### src/rtl/wimpfi_frame_xmit.sv
// Buffers a terminal byte stream, defers to the carrier with binary-exponential backoff, then sends preamble/SFD/header/payload/CRC-8.
// Latency: first tx byte the cycle after backoff ends; following bytes back-to-back; frame_sent one cycle after CRC acceptance.
// Backpressure: tx_byte held while tx_ready=0; in_ready=0 from the frame-closing byte until back in IDLE.
module wimpfi_frame_xmit #(
    parameter int         MAX_LEN      = 255,
    parameter int         PRE_LEN      = 2,
    parameter logic [7:0] TERM_CHAR    = 8'h04,
    parameter int         SLOT_CYCLES  = 1000,
    parameter int         MAX_ATTEMPTS = 5
) (
    input  logic       clk,
    input  logic       rst,
    input  logic [7:0] in_data,
    input  logic       in_valid,
    output logic       in_ready,
    input  logic [7:0] src_addr,
    input  logic [7:0] packet_type,
    input  logic       cardet,
    output logic [7:0] tx_byte,
    output logic       tx_valid,
    input  logic       tx_ready,
    output logic       tx_en,
    output logic       frame_sent,
    output logic       frame_drop,
    output logic [7:0] xerrcnt
);
    localparam int NW = $clog2(MAX_LEN + 1);
    localparam int AW = (MAX_LEN > 1) ? $clog2(MAX_LEN) : 1;
    localparam int CW = (SLOT_CYCLES > 1) ? $clog2(SLOT_CYCLES) : 1;
    localparam int PW = 10;
    localparam logic [PW-1:0] POS_SFD  = PW'(PRE_LEN);
    localparam logic [PW-1:0] POS_DST  = PW'(PRE_LEN + 1);
    localparam logic [PW-1:0] POS_SRC  = PW'(PRE_LEN + 2);
    localparam logic [PW-1:0] POS_TYPE = PW'(PRE_LEN + 3);
    localparam logic [PW-1:0] POS_PAY  = PW'(PRE_LEN + 4);
    localparam logic [7:0]    ATT_LAST = 8'(MAX_ATTEMPTS - 1);

    typedef enum logic [2:0] {IDLE, COLLECT, DEFER, BACKOFF, SEND} state_t;

    state_t         state_q, state_d;
    logic [NW-1:0]  n_q, n_d;
    logic [3:0]     k_q, k_d;
    logic [7:0]     att_q, att_d;
    logic [7:0]     dst_q, dst_d, src_q, src_d, type_q, type_d;
    logic [7:0]     bo_q, bo_d;
    logic [CW-1:0]  cyc_q, cyc_d;
    logic [PW-1:0]  pos_q, pos_d;
    logic [AW-1:0]  raddr_q, raddr_d;
    logic [7:0]     crc_q, crc_d;
    logic           is_crc_q, is_crc_d;
    logic [7:0]     tx_byte_q, tx_byte_d;
    logic           tx_valid_q, tx_valid_d, tx_en_q, tx_en_d;
    logic           sent_q, sent_d, drop_q, drop_d;
    logic [7:0]     xerr_q, xerr_d;
    logic           in_ready_q, in_ready_d;
    logic [7:0]     lfsr_q, lfsr_d;
    logic [7:0]     mem_q [0:MAX_LEN-1];
    logic [7:0]     rdata_q;
    logic           wr_en, accept, close;
    logic [AW-1:0]  wr_addr;
    logic [7:0]     nxt, mask;
    logic [PW-1:0]  pay_end;

    function automatic logic [7:0] crc8_step(input logic [7:0] c, input logic [7:0] d);
        logic [7:0] r;
        r = c ^ d;
        for (int i = 0; i < 8; i++) r = r[7] ? ({r[6:0], 1'b0} ^ 8'h07) : {r[6:0], 1'b0};
        return r;
    endfunction

    assign accept  = in_valid && in_ready_q;
    assign wr_addr = n_q[AW-1:0];
    assign mask    = 8'hFF >> (4'd8 - k_q);
    assign pay_end = POS_PAY + {{(PW-NW){1'b0}}, n_q};
    assign lfsr_d  = {lfsr_q[6:0], lfsr_q[7] ^ lfsr_q[5] ^ lfsr_q[4] ^ lfsr_q[3]};

    // Next-state logic: collection, carrier deferral/backoff and byte sequencing.
    always_comb begin
        state_d = state_q;  n_d = n_q;  k_d = k_q;  att_d = att_q;
        dst_d = dst_q;  src_d = src_q;  type_d = type_q;
        bo_d = bo_q;  cyc_d = cyc_q;  pos_d = pos_q;  raddr_d = raddr_q;
        crc_d = crc_q;  is_crc_d = is_crc_q;
        tx_byte_d = tx_byte_q;  tx_valid_d = tx_valid_q;  tx_en_d = tx_en_q;
        sent_d = 1'b0;  drop_d = 1'b0;  xerr_d = xerr_q;
        wr_en = 1'b0;  close = 1'b0;  nxt = 8'h00;
        unique case (state_q)
            IDLE: begin
                if (accept && in_data != TERM_CHAR) begin
                    dst_d   = in_data;
                    state_d = COLLECT;
                end
            end
            COLLECT: begin
                if (accept) begin
                    if (in_data == TERM_CHAR) begin
                        close = 1'b1;
                    end else if (n_q < NW'(MAX_LEN)) begin
                        wr_en = 1'b1;
                        n_d   = n_q + NW'(1);
                        if (n_q == NW'(MAX_LEN - 1)) close = 1'b1;
                    end else begin
                        // Buffer already full: drop the byte and record it.
                        xerr_d = (xerr_q == 8'hFF) ? xerr_q : xerr_q + 8'd1;
                    end
                end
                if (close) begin
                    src_d   = src_addr;
                    type_d  = packet_type;
                    state_d = DEFER;
                end
            end
            DEFER: begin
                if (!cardet) begin
                    bo_d    = lfsr_q & mask;
                    cyc_d   = '0;
                    state_d = BACKOFF;
                end
            end
            BACKOFF: begin
                // Carrier has priority over slot expiry in the same cycle.
                if (cardet) begin
                    if (att_q >= ATT_LAST) begin
                        drop_d  = 1'b1;
                        xerr_d  = (xerr_q == 8'hFF) ? xerr_q : xerr_q + 8'd1;
                        n_d     = '0;
                        k_d     = 4'd1;
                        att_d   = '0;
                        state_d = IDLE;
                    end else begin
                        att_d   = att_q + 8'd1;
                        k_d     = (k_q == 4'd8) ? k_q : k_q + 4'd1;
                        state_d = DEFER;
                    end
                end else if (bo_q == 8'd0) begin
                    tx_byte_d  = 8'h55;
                    tx_valid_d = 1'b1;
                    tx_en_d    = 1'b1;
                    pos_d      = PW'(1);
                    raddr_d    = '0;
                    crc_d      = 8'h00;
                    is_crc_d   = 1'b0;
                    state_d    = SEND;
                end else if (cyc_q == CW'(SLOT_CYCLES - 1)) begin
                    cyc_d = '0;
                    bo_d  = bo_q - 8'd1;
                end else begin
                    cyc_d = cyc_q + CW'(1);
                end
            end
            SEND: begin
                if (tx_valid_q && tx_ready) begin
                    if (is_crc_q) begin
                        tx_valid_d = 1'b0;
                        tx_en_d    = 1'b0;
                        tx_byte_d  = 8'h00;
                        sent_d     = 1'b1;
                        n_d        = '0;
                        k_d        = 4'd1;
                        att_d      = '0;
                        state_d    = IDLE;
                    end else begin
                        pos_d = pos_q + PW'(1);
                        if (pos_q < POS_SFD)        nxt = 8'h55;
                        else if (pos_q == POS_SFD)  nxt = 8'hD0;
                        else if (pos_q == POS_DST)  nxt = dst_q;
                        else if (pos_q == POS_SRC)  nxt = src_q;
                        else if (pos_q == POS_TYPE) nxt = type_q;
                        else if (pos_q < pay_end) begin
                            // rdata_q already holds this byte; move the prefetch on.
                            nxt     = rdata_q;
                            raddr_d = (raddr_q == AW'(MAX_LEN - 1)) ? raddr_q : raddr_q + AW'(1);
                        end else begin
                            nxt      = crc_q;
                            is_crc_d = 1'b1;
                        end
                        tx_byte_d = nxt;
                        if (pos_q > POS_SFD && pos_q < pay_end) crc_d = crc8_step(crc_q, nxt);
                    end
                end
            end
            default: state_d = IDLE;
        endcase
        in_ready_d = (state_q == IDLE || state_q == COLLECT) &&
                     (state_d == IDLE || state_d == COLLECT);
    end

    // State and datapath registers with synchronous reset.
    always_ff @(posedge clk) begin
        if (rst) begin
            state_q <= IDLE;  n_q <= '0;  k_q <= 4'd1;  att_q <= '0;
            dst_q <= '0;  src_q <= '0;  type_q <= '0;
            bo_q <= '0;  cyc_q <= '0;  pos_q <= '0;  raddr_q <= '0;
            crc_q <= '0;  is_crc_q <= 1'b0;
            tx_byte_q <= 8'h00;  tx_valid_q <= 1'b0;  tx_en_q <= 1'b0;
            sent_q <= 1'b0;  drop_q <= 1'b0;  xerr_q <= 8'h00;
            in_ready_q <= 1'b0;  lfsr_q <= 8'h01;
        end else begin
            state_q <= state_d;  n_q <= n_d;  k_q <= k_d;  att_q <= att_d;
            dst_q <= dst_d;  src_q <= src_d;  type_q <= type_d;
            bo_q <= bo_d;  cyc_q <= cyc_d;  pos_q <= pos_d;  raddr_q <= raddr_d;
            crc_q <= crc_d;  is_crc_q <= is_crc_d;
            tx_byte_q <= tx_byte_d;  tx_valid_q <= tx_valid_d;  tx_en_q <= tx_en_d;
            sent_q <= sent_d;  drop_q <= drop_d;  xerr_q <= xerr_d;
            in_ready_q <= in_ready_d;  lfsr_q <= lfsr_d;
        end
    end

    // Payload RAM; read address uses the next pointer so data is ready one cycle early.
    always_ff @(posedge clk) begin
        if (wr_en) mem_q[wr_addr] <= in_data;
        rdata_q <= mem_q[raddr_d];
    end

    assign in_ready   = in_ready_q;
    assign tx_byte    = tx_byte_q;
    assign tx_valid   = tx_valid_q;
    assign tx_en      = tx_en_q;
    assign frame_sent = sent_q;
    assign frame_drop = drop_q;
    assign xerrcnt    = xerr_q;
endmodule

### config.mk
export PLATFORM = sky130hd
export DESIGN_NAME = wimpfi_frame_xmit
export DESIGN_NICKNAME = d
export VERILOG_FILES = /design/src/rtl/wimpfi_frame_xmit.sv
export SDC_FILE = /design/constraint.sdc
export NUM_CORES = 2
export LEC_CHECK = 0
export BUFFER_PORTS_ARGS = -buffer_cell sky130_fd_sc_hd__buf_2
export CAP_MARGIN = 20
export CORE_MARGIN = 1
export CORE_UTILIZATION = 45
export DETAILED_ROUTE_END_ITERATION = 10
export GPL_TIMING_DRIVEN = 0
export REMOVE_ABC_BUFFERS = 1
export SETUP_SLACK_MARGIN = 0.15
export SLEW_MARGIN = 5
export SYNTH_ARGS = -nofsm -noshare
export SYNTH_HDL_FRONTEND = slang
export SYNTH_SLANG_ARGS = --single-unit
### constraint.sdc
create_clock -name clk -period 4.2 [get_ports clk]
set_input_delay 0.21 -clock clk [delete_from_list [all_inputs] [get_ports clk]]
set_output_delay 0.21 -clock clk [all_outputs]
set_load 0.02 [all_outputs]
==> results.py <==
metrics = {
    "outcome": {
        "status": "finished, violations left",
        "violations": "max-capacitance violations, max-slew violations, negative setup slack",
    },
    "critical_path": {
        "worstSetupStartpointType": "register",
        "rrSetupSlack_ns": -1.00,
        "path_max_fanout": 8,
        "crit_type": "register to register",
        "r2r_end": "rdata_q[2]",
        "r2r-start": "n_q[2]",
        "rr_worst_depth": 26,
        "critPathCaptureType": "register",
        "cp.required_ns": 4.90,
        "cp.arrival_ns": 5.91,
    },
    "synth": {
        "ys_seq_area_share_pct": 72.1,
        "avgSynthCellArea_um2": 13.1,
        "synth-async-reset-ratio_pct": 0,
        "synth_edf_count": 2040,
        "ys_seq_elements": 2168,
        "synth_area_mm2": 0.0885,
        "synth.distinct_cells": 115,
        "yosysWarnings": 0,
        "synth_cells": 6779,
        "synthFlopType": "edfxtp_1",
    },
    "power": {
        "p_switching_mw": 10.6,
        "pwr-share-clk_pct": 41.0,
        "powerDensity_mw_per_mm2": 429,
        "power.leakage_nw": 36.6,
        "p_sw_share_pct": 22.8,
        "pwr-share-seq_pct": 51.1,
        "p_int_mw": 35.7,
        "ir_worst_vdd_mv": 0.474,
        "comb_power_share_pct": 7.9,
    },
    "clock_network": {
        "root_buffer": "clkbuf_16",
        "cts_tree": "built",
        "clock_latency_ns": 0.87,
        "cts_max_level": 4,
        "cts_buffers": 221,
        "clk_pin_slew_worst_paths_ns": 0.06,
        "clock_path_buffers": 3,
        "clock_sinks": 2168,
    },
    "hold_path": {
        "hold_end": "mem_q[110][6]",
        "hold_path_depth": 2,
        "min_path_type": "primary input to register",
        "hp-start": "in_data[6]",
    },
    "floorplan": {
        "floorplan.initialDensity_pct": 45.3,
        "num_rows": 162,
        "core_mm2": 0.195,
        "fp.dieH_um": 445,
        "ios": 50,
        "die_w_um": 445,
        "die_area_mm2": 0.198,
    },
    "final_layout": {
        "nets": 7173,
        "mostFrequentLayoutCell": "edfxtp_1",
        "area_growth_pct": 21.7,
        "design_area_mm2": 0.108,
        "largest_register_ffs": 2040,
        "layout_common_cells": "edfxtp_1 (2040), nand2_1 (1602), nand3_1 (710), clkbuf_16 (239), buf_4 (209)",
        "top_regs": "mem_q (2040), cyc_q (10), pos_q (10)",
        "drive_above_1_share_pct": 18.8,
        "regMostFlops": "mem_q",
    },
    "sta": {
        "tightest_slew_ns": 1.58,
        "rsz0062_at_grt": "true",
        "finalWorstSetupSlack_ns": -1.00,
        "drv_slew": 5,
        "post-route-min-period_ns": 5.20,
        "relSlewSlack_pct": -5.70,
        "holdWs_ns": 0.0134,
        "setup_viol": 15,
        "post-route-period-util_pct": 124,
        "skew_ns": 0.0371,
        "fmax_ghz": 0.192,
        "hold_viol_final": 0,
    },
    "routing": {
        "drt-initial-drc-count": 8607,
        "vias": 60459,
        "detail-route-antenna-nets": 0,
        "firstDrtPassIters": 7,
        "wire_per_inst_um": 29.5,
        "finalWirelength_um": 293000,
        "vias_per_cell": 6.09,
        "drcViolationCount": 0,
    },
    "placement": {
        "gp_congestion": 0.822,
        "placed_cell_area_mm2": 0.0931,
        "place_hpwl_um": 161000,
        "placement.io_buffers": 49,
    },
    "global_routing": {
        "grt.overflow.total": 0,
        "grt_max_degree": 141,
        "track_usage_pct": 28.7,
        "busiest_layer": "met2",
        "grt_first_pass_wirelength_um": 410000,
        "grt_pass1_vias": 56036,
        "antenna_found_initial": 10,
        "use_met2_pct": 43.3,
        "met1_usage_pct": 40.2,
        "grt_util_met3_pct": 6.31,
    },
    "run": {
        "drv_cap": 1,
    },
}
==> power by group through the flow <==
stage	Combinational, mW	Sequential, mW	Clock [mW]
6_report	3.66	23.6	18.9
5_1_grt	3.79	23.6	19.9
4_1_cts	3.32	23.6	19.0
3_5_place_dp	2.53	24.1	0
3_3_place_gp	3.14	24.2	0
2_1_floorplan	1.72	24.1	0
==> worst max path at each step <==
stage,cells after the start,end,startpoint,slack [ns]
5_1_grt,26,rdata_q[2],n_q[2],-1.04
4_1_cts,26,rdata_q[2],n_q[2],-0.82
3_3_place_gp,16,rdata_q[1],n_q[1],-35.00
3_5_place_dp,23,rdata_q[2],n_q[2],-4.09
2_1_floorplan,17,rdata_q[5],n_q[2],-9.13
6_report,26,rdata_q[2],n_q[2],-1.00
==> through the flow <==
stage | util [%] | setup WS, ns | setup TNS (ns) | std cells | total power [mW]
detailed placement | 47.7 | -4.09 | -1056.01 | 9175 | 26.6
finish | 55.2 | -1.00 | -8.31 | 9928 | 46.2
global route | 55.1 | -1.04 | -10.29 | 9926 | 47.3
global placement | 45.9 | -35.00 | -8435.22 | 9025 | 27.3
CTS | 53.8 | -0.824 | -294.07 | 9827 | 46.0
floorplan | - | -9.13 | -83.31 | 6352 | 25.8
==> area by class of cell <==
cell class / count / area (um2)
Sequential cell: 2168 / 63800
Clock buffer: 291 / 5970
Tap cell: 2624 / 3280
Clock inverter: 119 / 880
Inverter: 25 / 98.8
Fill cell: 15365 / 87500
Multi-Input combinational cell: 4169 / 25500
Antenna cell: 3 / 7.51
Timing Repair Buffer: 529 / 8090
==> Yosys cell counts, drive strengths merged (13+ instances only) <==
library cell	count	area share (%)
a211oi	72	0.64
a21oi	170	0.98
a221oi	13	0.13
a22oi	23	0.20
a311oi	14	0.14
a31oi	137	0.97
a32oi	52	0.51
and3	102	0.73
buf	322	2.3
clkbuf	105	0.45
dfxtp	128	2.9
edfxtp	2040	69
ha	30	0.42
inv	25	0.11
mux2i	165	1.9
mux4	31	0.81
nand2	1648	7.0
nand3	731	4.1
nand4	57	0.40
nor2	429	1.9
nor2b	18	0.13
nor3	49	0.32
nor4	38	0.29
o2111ai	28	0.28
o211ai	17	0.16
o21ai	61	0.36
o22ai	28	0.20
xnor2	35	0.35
xor2	30	0.30
==> layer usage <==
layer	part of all wire (%)	vias to the layer above	wire [um]
li1	-	25827	-
met1	39	30471	116000
met2	45	3529	132000
met3	11	626	31900
met4	4.4	6	13000
met5	0.011	-	31
==> cells by family (layout without fill, tap and decap cells) <==
| logic type | Yosys count | count (layout) | synth area share (%) |
|---|---|---|---|
| AOI/OAI and AO/OA | 702 | 705 | 5.48 |
| xor gates and xnor gates | 68 | 68 | 0.720 |
| other | 0 | 3 | 0 |
| buffers and inverters | 452 | 964 | 2.83 |
| and+or+nand+nor | 3154 | 3161 | 15.6 |
| muxes | 205 | 205 | 2.80 |
| adders and majority gates | 30 | 30 | 0.424 |
| DFF | 2168 | 2168 | 72.1 |
==> what timing repair did <==
item                                    4_1_cts  5_1_grt
hold buffers                                 41        0
hold endpoints to repair                    583        0
pin swaps                                    91       81
endpoints found under the setup margin     1758     1871
cloned                                       52       15
setup buffers                               149       80
gates resized for setup                     433      359
==> worst max-delay path: stages, from the launching register on <==
cell and delay (ns):
dfxtp_4 0.38, inv_4 0.05, ha_4 0.17, nor2b_4 0.11, nand2_1 0.07, xor2_1 0.14, ha_1 0.34, nand4_1 0.21
o221a_4 0.36, o21ai_4 0.20, o211ai_1 0.10, buf_4 0.19, buf_8 0.13, buf_8 0.12, buf_8 0.13, buf_12 0.13
nand2_8 0.11, buf_16 0.13, buf_16 0.16, buf_8 0.15, buf_16 0.13, nand3_1 0.07, and3_4 0.18, o21ai_4 0.27
nor4bb_4 0.26, nor4b_4 0.59, nor4_4 0.12
No activity file was read; power rests on OpenSTA's default activity.
